==> src/rtl/ascon_bdo_fifo.sv <==
// Output-side buffer for the ASCON core bd_o stream: FWFT FIFO of {last,type,vld,data}
// entries with per-segment byte counting, sticky auth status and a drain detector.
module ascon_bdo_fifo #(
  parameter int DEPTH = 16,
  parameter int CNT_W = 16
) (
  input  logic                       clk_i,
  input  logic                       rst_n_i,
  input  logic                       clr_i,
  input  logic                       bd_valid_i,
  input  logic                       bd_last_i,
  input  logic [2:0]                 bd_type_i,
  input  logic [3:0]                 bd_vld_byte_i,
  input  logic [31:0]                bd_i,
  output logic                       bdo_ready_o,
  input  logic                       auth_valid_i,
  input  logic                       tag_match_i,
  input  logic                       done_i,
  output logic                       out_valid_o,
  input  logic                       out_ready_i,
  output logic [31:0]                out_data_o,
  output logic [2:0]                 out_type_o,
  output logic                       out_last_o,
  output logic [3:0]                 out_vld_byte_o,
  output logic [$clog2(DEPTH):0]     level_o,
  output logic [CNT_W-1:0]           seg_bytes_o,
  output logic                       seg_done_o,
  output logic [1:0]                 auth_status_o,
  output logic                       drained_o
);

  localparam int PW = $clog2(DEPTH);
  localparam int LW = PW + 1;

  typedef enum logic [1:0] {
    S_IDLE  = 2'd0,
    S_SEG   = 2'd1,
    S_DRAIN = 2'd2
  } state_e;

  function automatic logic [2:0] popcnt4(input logic [3:0] v);
    popcnt4 = {2'b00, v[0]} + {2'b00, v[1]} + {2'b00, v[2]} + {2'b00, v[3]};
  endfunction

  logic [39:0]      mem_q [DEPTH];
  logic [PW-1:0]    wr_ptr_q, wr_ptr_d;
  logic [PW-1:0]    rd_ptr_q, rd_ptr_d;
  logic [LW-1:0]    level_q, level_d;
  logic [CNT_W-1:0] cnt_q, cnt_d;
  logic [CNT_W-1:0] seg_bytes_q, seg_bytes_d;
  logic             seg_done_q, seg_done_d;
  logic             drained_q, drained_d;
  logic [1:0]       auth_q, auth_d;
  logic             new_msg_q, new_msg_d;
  state_e           state_q, state_d;

  logic             full_s, push_s, pop_s, last_push_s;
  logic [CNT_W:0]   sum_s;
  logic [CNT_W-1:0] sat_s;
  logic [39:0]      head_s;

  always_comb begin
    full_s      = (level_q == LW'(DEPTH));
    push_s      = bd_valid_i & ~full_s;
    pop_s       = (level_q != {LW{1'b0}}) & out_ready_i;
    last_push_s = push_s & bd_last_i;

    wr_ptr_d = push_s ? wr_ptr_q + {{(PW-1){1'b0}}, 1'b1} : wr_ptr_q;
    rd_ptr_d = pop_s  ? rd_ptr_q + {{(PW-1){1'b0}}, 1'b1} : rd_ptr_q;
    case ({push_s, pop_s})
      2'b10:   level_d = level_q + {{(LW-1){1'b0}}, 1'b1};
      2'b01:   level_d = level_q - {{(LW-1){1'b0}}, 1'b1};
      default: level_d = level_q;
    endcase

    // Saturating byte accumulator; the extra MSB catches the overflow
    sum_s = {1'b0, cnt_q} + {{(CNT_W-2){1'b0}}, popcnt4(bd_vld_byte_i)};
    sat_s = sum_s[CNT_W] ? {CNT_W{1'b1}} : sum_s[CNT_W-1:0];

    if (push_s) begin
      cnt_d = bd_last_i ? {CNT_W{1'b0}} : sat_s;
    end else begin
      cnt_d = cnt_q;
    end
    seg_done_d  = last_push_s;
    seg_bytes_d = last_push_s ? sat_s : seg_bytes_q;
  end

  always_comb begin
    state_d   = state_q;
    drained_d = 1'b0;
    case (state_q)
      S_IDLE: begin
        if (done_i) begin
          state_d = S_DRAIN;
        end else if (push_s && !bd_last_i) begin
          state_d = S_SEG;
        end else begin
          state_d = S_IDLE;
        end
      end
      S_SEG: begin
        if (done_i) begin
          state_d = S_DRAIN;
        end else if (last_push_s) begin
          state_d = S_IDLE;
        end else begin
          state_d = S_SEG;
        end
      end
      S_DRAIN: begin
        if (level_d == {LW{1'b0}}) begin
          state_d   = S_IDLE;
          drained_d = 1'b1;
        end else begin
          state_d = S_DRAIN;
        end
      end
      default: state_d = S_IDLE;
    endcase

    // Auth result survives the drain and is dropped by the next message's first beat
    if (auth_valid_i) begin
      auth_d = {1'b1, tag_match_i};
    end else if (push_s && new_msg_q) begin
      auth_d = 2'b00;
    end else begin
      auth_d = auth_q;
    end

    if (drained_d) begin
      new_msg_d = 1'b1;
    end else if (push_s) begin
      new_msg_d = 1'b0;
    end else begin
      new_msg_d = new_msg_q;
    end
  end

  always_ff @(posedge clk_i) begin
    if (!rst_n_i || clr_i) begin
      wr_ptr_q    <= {PW{1'b0}};
      rd_ptr_q    <= {PW{1'b0}};
      level_q     <= {LW{1'b0}};
      cnt_q       <= {CNT_W{1'b0}};
      seg_bytes_q <= {CNT_W{1'b0}};
      seg_done_q  <= 1'b0;
      drained_q   <= 1'b0;
      auth_q      <= 2'b00;
      new_msg_q   <= 1'b0;
      state_q     <= S_IDLE;
    end else begin
      wr_ptr_q    <= wr_ptr_d;
      rd_ptr_q    <= rd_ptr_d;
      level_q     <= level_d;
      cnt_q       <= cnt_d;
      seg_bytes_q <= seg_bytes_d;
      seg_done_q  <= seg_done_d;
      drained_q   <= drained_d;
      auth_q      <= auth_d;
      new_msg_q   <= new_msg_d;
      state_q     <= state_d;
    end
  end

  always_ff @(posedge clk_i) begin
    if (push_s) begin
      mem_q[wr_ptr_q] <= {bd_last_i, bd_type_i, bd_vld_byte_i, bd_i};
    end
  end

  assign head_s         = mem_q[rd_ptr_q];
  assign out_data_o     = head_s[31:0];
  assign out_vld_byte_o = head_s[35:32];
  assign out_type_o     = head_s[38:36];
  assign out_last_o     = head_s[39];
  assign out_valid_o    = (level_q != {LW{1'b0}});
  assign bdo_ready_o    = ~full_s;
  assign level_o        = level_q;
  assign seg_bytes_o    = seg_bytes_q;
  assign seg_done_o     = seg_done_q;
  assign auth_status_o  = auth_q;
  assign drained_o      = drained_q;

endmodule

==> config.mk <==
export PLATFORM = sky130hd
export DESIGN_NAME = ascon_bdo_fifo
export DESIGN_NICKNAME = d
export VERILOG_FILES = /design/src/rtl/ascon_bdo_fifo.sv
export SDC_FILE = /design/constraint.sdc
export NUM_CORES = 1
export LEC_CHECK = 0
export CELL_PAD_IN_SITES_DETAIL_PLACEMENT = 1
export CELL_PAD_IN_SITES_GLOBAL_PLACEMENT = 1
export CORE_MARGIN = 4
export CORE_UTILIZATION = 30
export CTS_BUF_LIST = sky130_fd_sc_hd__clkbuf_2
export DETAILED_ROUTE_END_ITERATION = 7
export PLACE_DENSITY_LB_ADDON = 0.12
export SKIP_LAST_GASP = 1
export SYNTH_ARGS = -nofsm -noshare
export SYNTH_HDL_FRONTEND = slang
export SYNTH_SLANG_ARGS = --single-unit
==> constraint.sdc <==
create_clock -name clk_i -period 13.1 [get_ports clk_i]
set_input_delay 1.965 -clock clk_i [delete_from_list [all_inputs] [get_ports clk_i]]
set_output_delay 1.965 -clock clk_i [all_outputs]
set_load 0.05 [all_outputs]
==> out/metrics.cfg <==
[cells_and_area]
num-fill-cells=8751
final_nets=1551
area_growth_syn_to_layout_pct=15.53
drive_gt1_share_pct=32.70
final-seq-area_um2=20350
multi_input_area_um2=6309

[drt]
wl_per_cell_um=25.21
met1_length_mm=31.24
met2_length_mm=34.63
first_pass_iters=4
routed_wl_mm=70.50
drc=0
vias_per_cell=4.831
dr_total_vias=13513
top_layer_used=met5
drtAntennaViolNets=0
drt_iter0_drc=883
dr_wl_met3_mm=3.228

[power]
swShare_pct=24.90
cellLeakagePower_nw=9.776
p_int_mw=3.129
clockPowerShare_pct=36.3
power_frac_seq_pct=58.7
power_frac_comb_pct=5.0
p_per_area_nw_per_um2=133.6
switchingPower_mw=1.038
ir_drop_mv=0.06789
total_power_mw=4.167

[die]
io-pin-count=115
die_w_um=308.0
initial_core_util_pct=30.40
rows=109
die_area_um2=94830
core_area_um2=88780
fp.dieH_um=308.0

[clock_tree]
clkSinkCount=696
cts_max_level=4
tritoncts=yes
numCtsBuffers=186
cts_hold_buf=0
max-clock-path-buffers=3
clock-root-buffer=clkbuf_2
clock_latency_ps=1380
post_cts_buffers=0
cts_resized=0
path_clk_slew_ps=100

[logic_synthesis]
synth_ff_type=edfxtp_1
yosysWarnings=0
avgSynthCellArea_um2=21.93
synth_top_area_share_pct=71.20
synth.distinct_cells=63
yosysMostFrequentCell=edfxtp_1
yosysTopAreaCell=edfxtp_1
synth-async-reset-ratio_pct=0
yosys-top-cells-count=edfxtp_1 (640), mux4_2 (178), dfxtp_1 (56)
ys_top_cells_by_area=edfxtp_1 (71%), mux4_2 (15%), dfxtp_1 (4.2%)
ys_seq_elements=696
synth_cells=1231
netlist_area_um2=26990
ys_seq_area_share_pct=75.36
synth_edf_count=640
syn-num-nets=1291

[timing]
finalHoldViolCount=0
fmax_mhz=132.8
fin_skew_ps=125.9
rsz0062_at_grt=no
final_max_slew_viol_count=0
post-route-period-util_pct=57.48
setup_tns_ps=0
fin_crit_ps=7530
relSlewSlack_pct=24.69
setup_viol=0
worstMarginPinSlew_ps=1130
hold_slack_ps=443.8

[critical_path]
path_class=reg2out
end_kind=output pin
crit_required_ps=11140
worstPathArrival_ps=5570
start_kind=flip-flop
crit_fanout=69

[global_routing]
grt_usage_pct=15.17
overflow=0
grt_antenna_before_repair=5
grt_pass1_wl_mm=103.4
grt_pass1_vias=15322
grt_max_degree=70

[flow_run]
drv_cap=0

[hold_path]
hp-class=reg2reg

[placement]
gp_congestion=0.6876
hpwl_mm=35.31
io_buffers=114

[status]
outcome=finished clean

[power by group through the flow]
stage	clock network, mW	registers (mW)	logic (mW)
floorplan	0	2.50	0.119
global placement	0	2.50	0.212
detailed placement	0	2.50	0.215
CTS	1.60	2.45	0.215
global route	1.72	2.45	0.226
finish	1.51	2.45	0.210
[through the flow]
| step | instances | instance area (um^2) | utilization [%] | setup WS [ps] |
|---|---|---|---|---|
| final | 2797 | 31180 | 35.12 | 5570 |
| after global routing | 2796 | 31180 | 35.12 | 5139 |
| after CTS | 2792 | 31170 | 35.11 | 5138 |
| after detailed placement | 2468 | 29510 | 33.24 | 6772 |
| after global placement | 2468 | 29510 | 33.24 | 6740 |
| after floorplan | 1231 | 26990 | - | 7262 |
[cells by family after synthesis]
kind of cell,after synthesis,synth area share (%)
compound gates,76,1.813
xor+xnor,18,0.5841
fa+ha+maj,12,0.6397
buf+inv,82,1.678
flops,696,75.36
mux,206,17.22
simple gates,141,2.707
[area by class of cell]
cell class | count | share of cell area (%)
Antenna cell | 5 | 0.04012
Clock buffer | 282 | 4.526
Clock inverter | 42 | 0.7985
Inverter | 13 | 0.1565
Multi-Input combinational cell | 453 | 20.23
Sequential cell | 696 | 65.26
Tap cell | 1165 | 4.674
Timing Repair Buffer | 141 | 4.309
[worst max-delay path, stage by stage, from the launching register on]
cell and delay, ps:
dfxtp_4 740, buf_4 920, buf_4 760, mux4_1 400, mux4_2 540, clkdlybuf4s50_1 740
[per-layer routing]
| layer | vias up | track usage [%] |
|---|---|---|
| li1 | 5801 | - |
| met1 | 7250 | 19.73 |
| met2 | 346 | 24.85 |
| met3 | 114 | 3.674 |
| met4 | 2 | 5.548 |
| met5 | - | 0 |
[cells in the final DEF, fill, tap and decap left out, types with 5 or more instances in the layout]
cell type / n
and3_1: 5
mux4_2: 178
mux2i_1: 5
clkinv_1: 26
a21oi_1: 22
nand2_1: 27
dfxtp_1: 52
nand3_1: 8
inv_2: 7
nor2_1: 29
nor2_4: 12
xor2_1: 9
buf_4: 27
nand2b_1: 6
clkbuf_2: 282
edfxtp_1: 640
o21ai_1: 10
clkdlybuf4s50_1: 114
ha_1: 9
nor3_1: 15
diode_2: 5
o21ai_0: 6
xnor2_1: 9
inv_1: 12
mux4_1: 22
a31oi_1: 13
[state kept, by name, indices dropped and copies added (netlist names), 2 cells and up, named ones only]
register	flops
auth_status_o	2
cnt_q	16
level_o	5
mem_q	640
rd_ptr_q	4
seg_bytes_o	16
state_q	2
wr_ptr_q	4
[worst paths after layout]
| check | from | to | slack, ps | cells after the start |
|---|---|---|---|---|
| worst min-delay path | state_q[1] | state_q[0] | 440 | 1 |
| worst max register to register | level_o[1] | state_q[1] | 9440 | 12 |
| worst min register to register | state_q[1] | state_q[0] | 440 | 1 |
| worst max-delay path | flip-flop | out_type_o[0] | 5570 | 5 |
Note: power is estimated with default switching activity, not from simulation.
